`src/rtl/counter_pkg.sv`:
```
// Shared types for the counter core: count-boundary behaviour and control FSM states.
package counter_pkg;

   typedef enum logic [1:0] {
      WRAP    = 2'd0,
      SAT     = 2'd1,
      ONESHOT = 2'd2
   } modeT;

   typedef enum logic [1:0] {
      IDLE = 2'd0,
      RUN  = 2'd1,
      DONE = 2'd2
   } stateT;

endpackage

```
`src/rtl/tick_gen.sv`:
```
// Prescaler: emits one tick every DIV enabled cycles; clr restarts the phase at zero.
module tick_gen #(
   parameter int DIV = 1
) (
   input  logic clk,
   input  logic rst_n,
   input  logic clr,
   input  logic en,
   output logic tick
);

   localparam int CW = (DIV > 1) ? $clog2(DIV) : 1;
   localparam logic [CW-1:0] LAST = CW'(DIV - 1);

   logic [CW-1:0] phase;

   assign tick = en && (phase == LAST);

   always_ff @(posedge clk or negedge rst_n) begin
      if (!rst_n) begin
         phase <= '0;
      end else if (clr) begin
         phase <= '0;
      end else if (en) begin
         phase <= tick ? '0 : phase + CW'(1);
      end
   end

endmodule

```
`src/rtl/counter_core.sv`:
```
// Up/down modulo counter with start/stop control, prescaled stepping and
// selectable boundary behaviour (wrap, saturate, one-shot).
module counter_core
   import counter_pkg::*;
#(
   parameter int WIDTH   = 8,
   parameter int MODULUS = 2**WIDTH,
   parameter int DIV     = 1
) (
   input  logic             clk,
   input  logic             rst_n,
   input  logic             en,
   input  logic             dir,
   input  logic [1:0]       mode,
   input  logic             start,
   input  logic             stop,
   input  logic             load,
   input  logic [WIDTH-1:0] load_val,
   output logic [WIDTH-1:0] count,
   output logic             running,
   output logic             tc,
   output logic             done
);

   localparam logic [WIDTH-1:0] MAX_VAL = WIDTH'(MODULUS - 1);
   localparam logic [WIDTH:0]   MOD_EXT = (WIDTH + 1)'(MODULUS);

   stateT            state;
   stateT            nextState;
   modeT             modeSel;
   logic [WIDTH-1:0] nextCount;
   logic [WIDTH-1:0] loadClamped;
   logic             nextTc;
   logic             tick;
   logic             tickEn;
   logic             startAccept;
   logic             prescClr;
   logic             atBoundary;

   // Load and stop both pre-empt a tick, so the prescaler must not advance either.
   assign tickEn      = en && (state == RUN) && !load && !stop;
   assign startAccept = start && !stop && (state != RUN);
   assign prescClr    = load || startAccept;
   assign atBoundary  = dir ? (count == MAX_VAL) : (count == '0);
   assign loadClamped = ({1'b0, load_val} >= MOD_EXT) ? MAX_VAL : load_val;

   assign running = (state == RUN);
   assign done    = (state == DONE);

   tick_gen #(
      .DIV(DIV)
   ) uTickGen (
      .clk  (clk),
      .rst_n(rst_n),
      .clr  (prescClr),
      .en   (tickEn),
      .tick (tick)
   );

   always_comb begin
      case (mode)
         2'd1:    modeSel = SAT;
         2'd2:    modeSel = ONESHOT;
         default: modeSel = WRAP;
      endcase
   end

   always_ff @(posedge clk or negedge rst_n) begin
      if (!rst_n) begin
         state <= IDLE;
         count <= '0;
         tc    <= 1'b0;
      end else begin
         state <= nextState;
         count <= nextCount;
         tc    <= nextTc;
      end
   end

   // Load owns the count, stop/start own the state; a tick only arrives when neither pre-empts it.
   always_comb begin
      nextState = state;
      nextCount = count;
      nextTc    = 1'b0;

      if (load) begin
         nextCount = loadClamped;
      end else if (tick) begin
         if (!atBoundary) begin
            nextCount = dir ? count + WIDTH'(1) : count - WIDTH'(1);
         end else begin
            nextTc = 1'b1;
            case (modeSel)
               WRAP:    nextCount = dir ? '0 : MAX_VAL;
               ONESHOT: nextState = DONE;
               default: nextCount = count;
            endcase
         end
      end

      if (stop) begin
         nextState = IDLE;
      end else if (startAccept) begin
         nextState = RUN;
      end
   end

endmodule

```
`config.mk`:
```
export PLATFORM = sky130hd
export DESIGN_NAME = counter_core
export DESIGN_NICKNAME = d
export VERILOG_FILES = /design/src/rtl/counter_pkg.sv /design/src/rtl/tick_gen.sv /design/src/rtl/counter_core.sv
export SDC_FILE = /design/constraint.sdc
export NUM_CORES = 1
export LEC_CHECK = 0
export ABC_AREA = 1
export BUFFER_PORTS_ARGS = -buffer_cell sky130_fd_sc_hd__buf_2
export CAP_MARGIN = 5
export CORE_MARGIN = 2
export CORE_UTILIZATION = 35
export CTS_BUF_LIST = sky130_fd_sc_hd__clkbuf_16
export DETAILED_ROUTE_END_ITERATION = 8
export SYNTH_ARGS = -nofsm -noshare
export SYNTH_HDL_FRONTEND = slang
export SYNTH_SLANG_ARGS = --single-unit
```
`constraint.sdc`:
```
create_clock -name clk -period 3.8 [get_ports clk]
set_clock_uncertainty 0.2 [all_clocks]
set_input_delay 0.57 -clock clk [delete_from_list [all_inputs] [get_ports clk]]
set_output_delay 0.57 -clock clk [all_outputs]
set_load 0.02 [all_outputs]
```
; ---- Yosys cells after proc, flatten, opt, wreduce, memory -nomap -nowiden
; Cells that the tools add are included.
[totals]
in_bits = 17
elab_cells = 55
out_inout_bits = 11
ff_bits = 12
[op_classes]
mux = 20
addsub = 3
n_reduce_logical = 18
n_eq_ne = 9
n_bitwise = 1
[op_table]
columns = cell, n
row1 = $mux 8, 6
row2 = $mux 2, 6
row3 = $reduce_bool 3->1, 3
row4 = $add 8x1->8 const B, 1
row5 = $eq 8x8->1 const B, 1
row6 = $logic_not 8->1, 1
row7 = $sub 8x1->8 const B, 1
row8 = $mux 1, 7
row9 = $eq 2x2->1 const B, 3
row10 = $logic_and 1x1->1, 6
row11 = $ne 3x2->1 const B, 2
row12 = $eq 2x1->1 const B, 2
row13 = $pmux 2 s2, 1
row14 = $reduce_and 4->1, 1
row15 = $reduce_bool 2->1, 2
row16 = $logic_not 1->1, 2
row17 = $logic_not 2->1, 1
row18 = $ne 2x1->1 const B, 1
row19 = $reduce_and 2->1, 1
row20 = $add 1x1->1 const B, 1
row21 = $logic_or 1x1->1, 1
row22 = $not 1->1, 1

; ---- Logic depth before layout (Yosys ltp)
[logic_depth]
depth_word = 9
mapped_depth = 11
depth_no_buf = 11

; ---- Cells and area by module
; A second synthesis with hierarchy kept.
[unflattened]
cells_unflattened = 162
area_unflattened_um2 = 1041.0
[by_module_without_submodules]
columns = mod, area_per_inst_um2, n_inst, cells_per_inst
row1 = counter_core, 998.5, 1, 157
row2 = tick_gen, 42.5, 1, 5

; ---- Worst setup path after synthesis
; Ideal clock, no wire load.
[synth_timing]
path_type = input-to-reg
start = input port dir
end = register count[7]
t_arrival_ns = 1.717
n_path_buf = 0
stages = 9
path_slack_ns = 1.766
setup_ns = 0.117
cell_sequence = inv_1 > ha_1 > or2_2 > nand3_1 > nand3_1 > nand3_1 > nand2_1 > nand2_1 > nand2_1
[synth_between]
elab_chain_len = 5
word_cells_on_any_way = 9
classes_between = 1 x eq/ne / 7 x mux / 1 x reduce/logical
[synth_rtl]
columns = element, line_no
row1 = start: declaration, counter_core.sv:13  ; input logic dir,
row2 = $mux 8, counter_core.sv:94  ; WRAP: nextCount = dir ? '0 : MAX_VAL;
row3 = $mux 8, counter_core.sv:93  ; case (modeSel)
row4 = $mux 8, counter_core.sv:89  ; if (!atBoundary) begin
row5 = $mux 8, counter_core.sv:88  ; end else if (tick) begin
row6 = $mux 8, counter_core.sv:86  ; if (load) begin
row7 = end signal: assignment, counter_core.sv:75  ; count <= nextCount;
row8 = end: declaration, counter_core.sv:19  ; output logic [WIDTH-1:0] count,
; Parallel ways exist; a longest one is shown, timed or not. The select of a mux whose other input is x is not followed.
; A chain may end at the register's enable or synchronous reset.

; ---- Worst setup path in the final report
[layout_timing]
start = input port dir
end = register count[5]
; The elaborated chain is that of the path after synthesis.

==> reports/results.tsv <==
stage	metric	value	unit
critical_path	r2r_end	count[6]	
run_status	status	finished, final reports clean	
routing	drcViolationCount	0	
clock_tree	clock_sinks	12	
critical_path	reg2reg_slack	1.94	ns
clock_tree	htreeDepth	1	
synthesis	yosysUniqueCellTypes	25	
synthesis	synthTopCellsByArea	dfrtp_1 28%, nand2_1 20%, ha_1 8.1%, nor2_1 7.7%, nand3_1 5.1%	
grt	antenna_found_initial	0	
critical_path	crit_end	count[5]	
pwr	power_density	467	nW/um2
timing	hold_violations	0	
timing	layout_setup_ws	1.73	ns
critical_path	reg2reg_from	count[0]	
finish	fin_util	44.2	%
timing	slew_headroom	74.9	%
finish	area_delta_synth_final	22.3	%
finish	layout_common_cells	56 x nand2_1, 27 x buf_2, 22 x nor2_1, 14 x inv_1, 12 x dfrtp_1	
routing	antenna_left	0	
critical_path	crit_type	in -> reg	
timing	finalCritPeriodShare	54.5	%
clock_tree	cts_buffer_depth	2	
synthesis	synth_cells	159	
placed_design	gp_congestion	0.864	
placed_design	dp_hpwl	2060	um
critical_path	crit_required	3.73	ns
critical_path	r2r_cells	9	
critical_path	crit_chain	buf_2 -> inv_1 -> ha_1 -> or2_2 -> nand3b_1 -> nand3b_1 -> nand3_1 -> nand2_1 -> nand2_1 -> nand2_1	
timing	fin_tns_setup	0	ns
critical_path	slowest_stage	ha_1	
pwr	power.switching	0.228	mW
grt	grt_max_degree	13	
grt	grt_use_total	16.1	%
pwr	ir_drop	220	uV
pwr	combPwrFrac	40.4	%
timing	max_freq	483	MHz
synthesis	ys_seq_area_share	27.9	%
pwr	leakage	0.733	nW
timing	holdWs	0.00813	ns
floorplan	initial_utilization	36.2	%
clock_tree	cts_hold_buf	0	
placed_design	port_buffers	27	
pwr	p_int	0.387	mW
placed_design	place_area	1240	um2
placed_design	dp_cells	218	
finish	layout_commonest_cell	nand2_1	
routing	firstDrtPassIters	4	
synthesis	synth_area	1080	um2
floorplan	fp.coreArea	2980	um2
pwr	switching_share	37.1	%
routing	wl_per_cell	11.3	um
routing	via_count	1068	
critical_path	worstPathArrival	2.00	ns
critical_path	slowest_delay	0.31	ns
critical_path	crit_cells	10	
synthesis	ys_ff_latch	12	
synthesis	synth.avg_cell_area	6.78	um2
routing	drtIter0Drc	29	
placed_design	place_ws	1.47	ns
clock_tree	cts_setup_buffers	0	
clock_tree	cts.clk_slew.worst_paths	0.04	ns
grt	overflow	0	
worst_hold_path	min_path_type	in -> async	
critical_path	worst-path-buf-inv	2	
synthesis	yosysTopAreaCell	dfrtp_1	
synthesis	synth_top_area_share	27.9	%
clock_tree	cts_buffers	3	
grt	first_global_vias	988	
pwr	finalPower	0.615	mW
synthesis	synth_warnings	0	
clock_tree	postCtsResizedCells	0	
timing	setup_violations	0	
critical_path	crit_top_cell	nand2_1	
critical_path	critPathLaunch	dir	
routing	wirelength	2510	um
floorplan	rows	20	
floorplan	die_x	59.5	um
critical_path	crit_fanout	7	
critical_path	cp-start-kind	primary input	
timing	period_minus_slack	2.07	ns
floorplan	die_area	3540	um2
finish	final_cells	221	
pwr	clkPwrFrac	30.7	%
finish	num_antenna_cells	0	
clock_tree	cts_tree	yes	
routing	viasPerCell	4.83	
timing	rsz0062_at_grt	false	
finish	drive_gt1_share	26.1	%
floorplan	die_y	59.5	um
synthesis	synth_fp_nets	184	
clock_tree	clk-insertion-delay-late	0.24	ns
run	cap_violations	0	
timing	final_max_slew_viol_count	0	
floorplan	ios	28	
critical_path	endpoint_kind	flip-flop	
clock_tree	root_buffer	clkbuf_16	
grt	grt_pass1_wl	4210	um
critical_path	cpLargestDelayFamily	simple AND/OR/NAND/NOR gates	
pwr	seqPwrFrac	28.9	%
finish	postLayoutCellArea	1320	um2
timing	tightest_slew	0.376	ns
finish	final_nets	215	
==> routing by layer <==
| layer | routed length [um] | global-route usage, % | vias to the layer above | part of all wire (%) |
|---|---|---|---|---|
| li1 | - | - | 562 | - |
| met1 | 1130 | 19.3 | 478 | 45 |
| met2 | 1230 | 27.6 | 24 | 49 |
| met3 | 101 | 3.93 | 4 | 4.0 |
| met4 | 44 | 5.84 | 0 | 1.8 |
| met5 | 0 | 0 | - | 0 |
==> state kept, by name, indices dropped and copies added, names as in the netlist <==
name and cells:
tc 1, uTickGen.phase 1, count 8, state 2
==> worst min-delay path by stage <==
stage	to	slack (ns)	depth (start not counted)
after floorplan	count[0]	0.07	0
after global placement	count[2]	0.27	1
after detailed placement	count[1]	0.27	1
after CTS	count[7]	0.02	1
after global routing	count[5]	0.02	1
final	count[1]	0.008	1
==> worst register-to-register path, cell delays in order (launching register included) <==
cell      delay [ns]
dfrtp_1         0.46
fa_1            0.46
nand2_1         0.09
nand2_1         0.08
nand3b_1        0.11
nand3b_1        0.10
nand3_1         0.09
nand2_1         0.05
nand2_1         0.07
nand2_1         0.04
==> area by class of cell <==
class | instances | area, um2
fill | 309 | 1660
inverter | 17 | 77.6
timing repair buffer | 27 | 135
multi-input combinational | 129 | 688
sequential | 12 | 300
clock buffer | 3 | 75.1
tap | 33 | 41.3
==> power groups by stage <==
stage | combinational, mW | sequential, mW | clock, mW
after floorplan | 0.166 | 0.193 | 0
after global placement | 0.246 | 0.179 | 0
after detailed placement | 0.250 | 0.180 | 0
after CTS | 0.251 | 0.179 | 0.194
after global routing | 0.285 | 0.181 | 0.201
final | 0.248 | 0.178 | 0.189
==> synth_stat cells, drive strengths merged <==
cell type	n
nand3b	4
xor2	1
nand3	13
nor3b	1
and3	1
dfrtp	12
o21bai	1
nor2	26
o21a	1
xnor2	2
a21oi	4
fa	1
ha	7
o21ai	4
nand2	58
buf	1
inv	16
or2	5
bufinv	1
==> logic make-up after synthesis <==
logic type                 after synthesis  share of synthesized area [%]
and+or+nand+nor                        108                           45.6
buffers and inverters                   18                           8.25
DFF                                     12                           27.9
AOI/OAI and AO/OA                       10                           5.81
adders and majority gates                8                           9.99
xor gates and xnor gates                 3                           2.44
No activity file was read; power rests on OpenSTA's default activity.
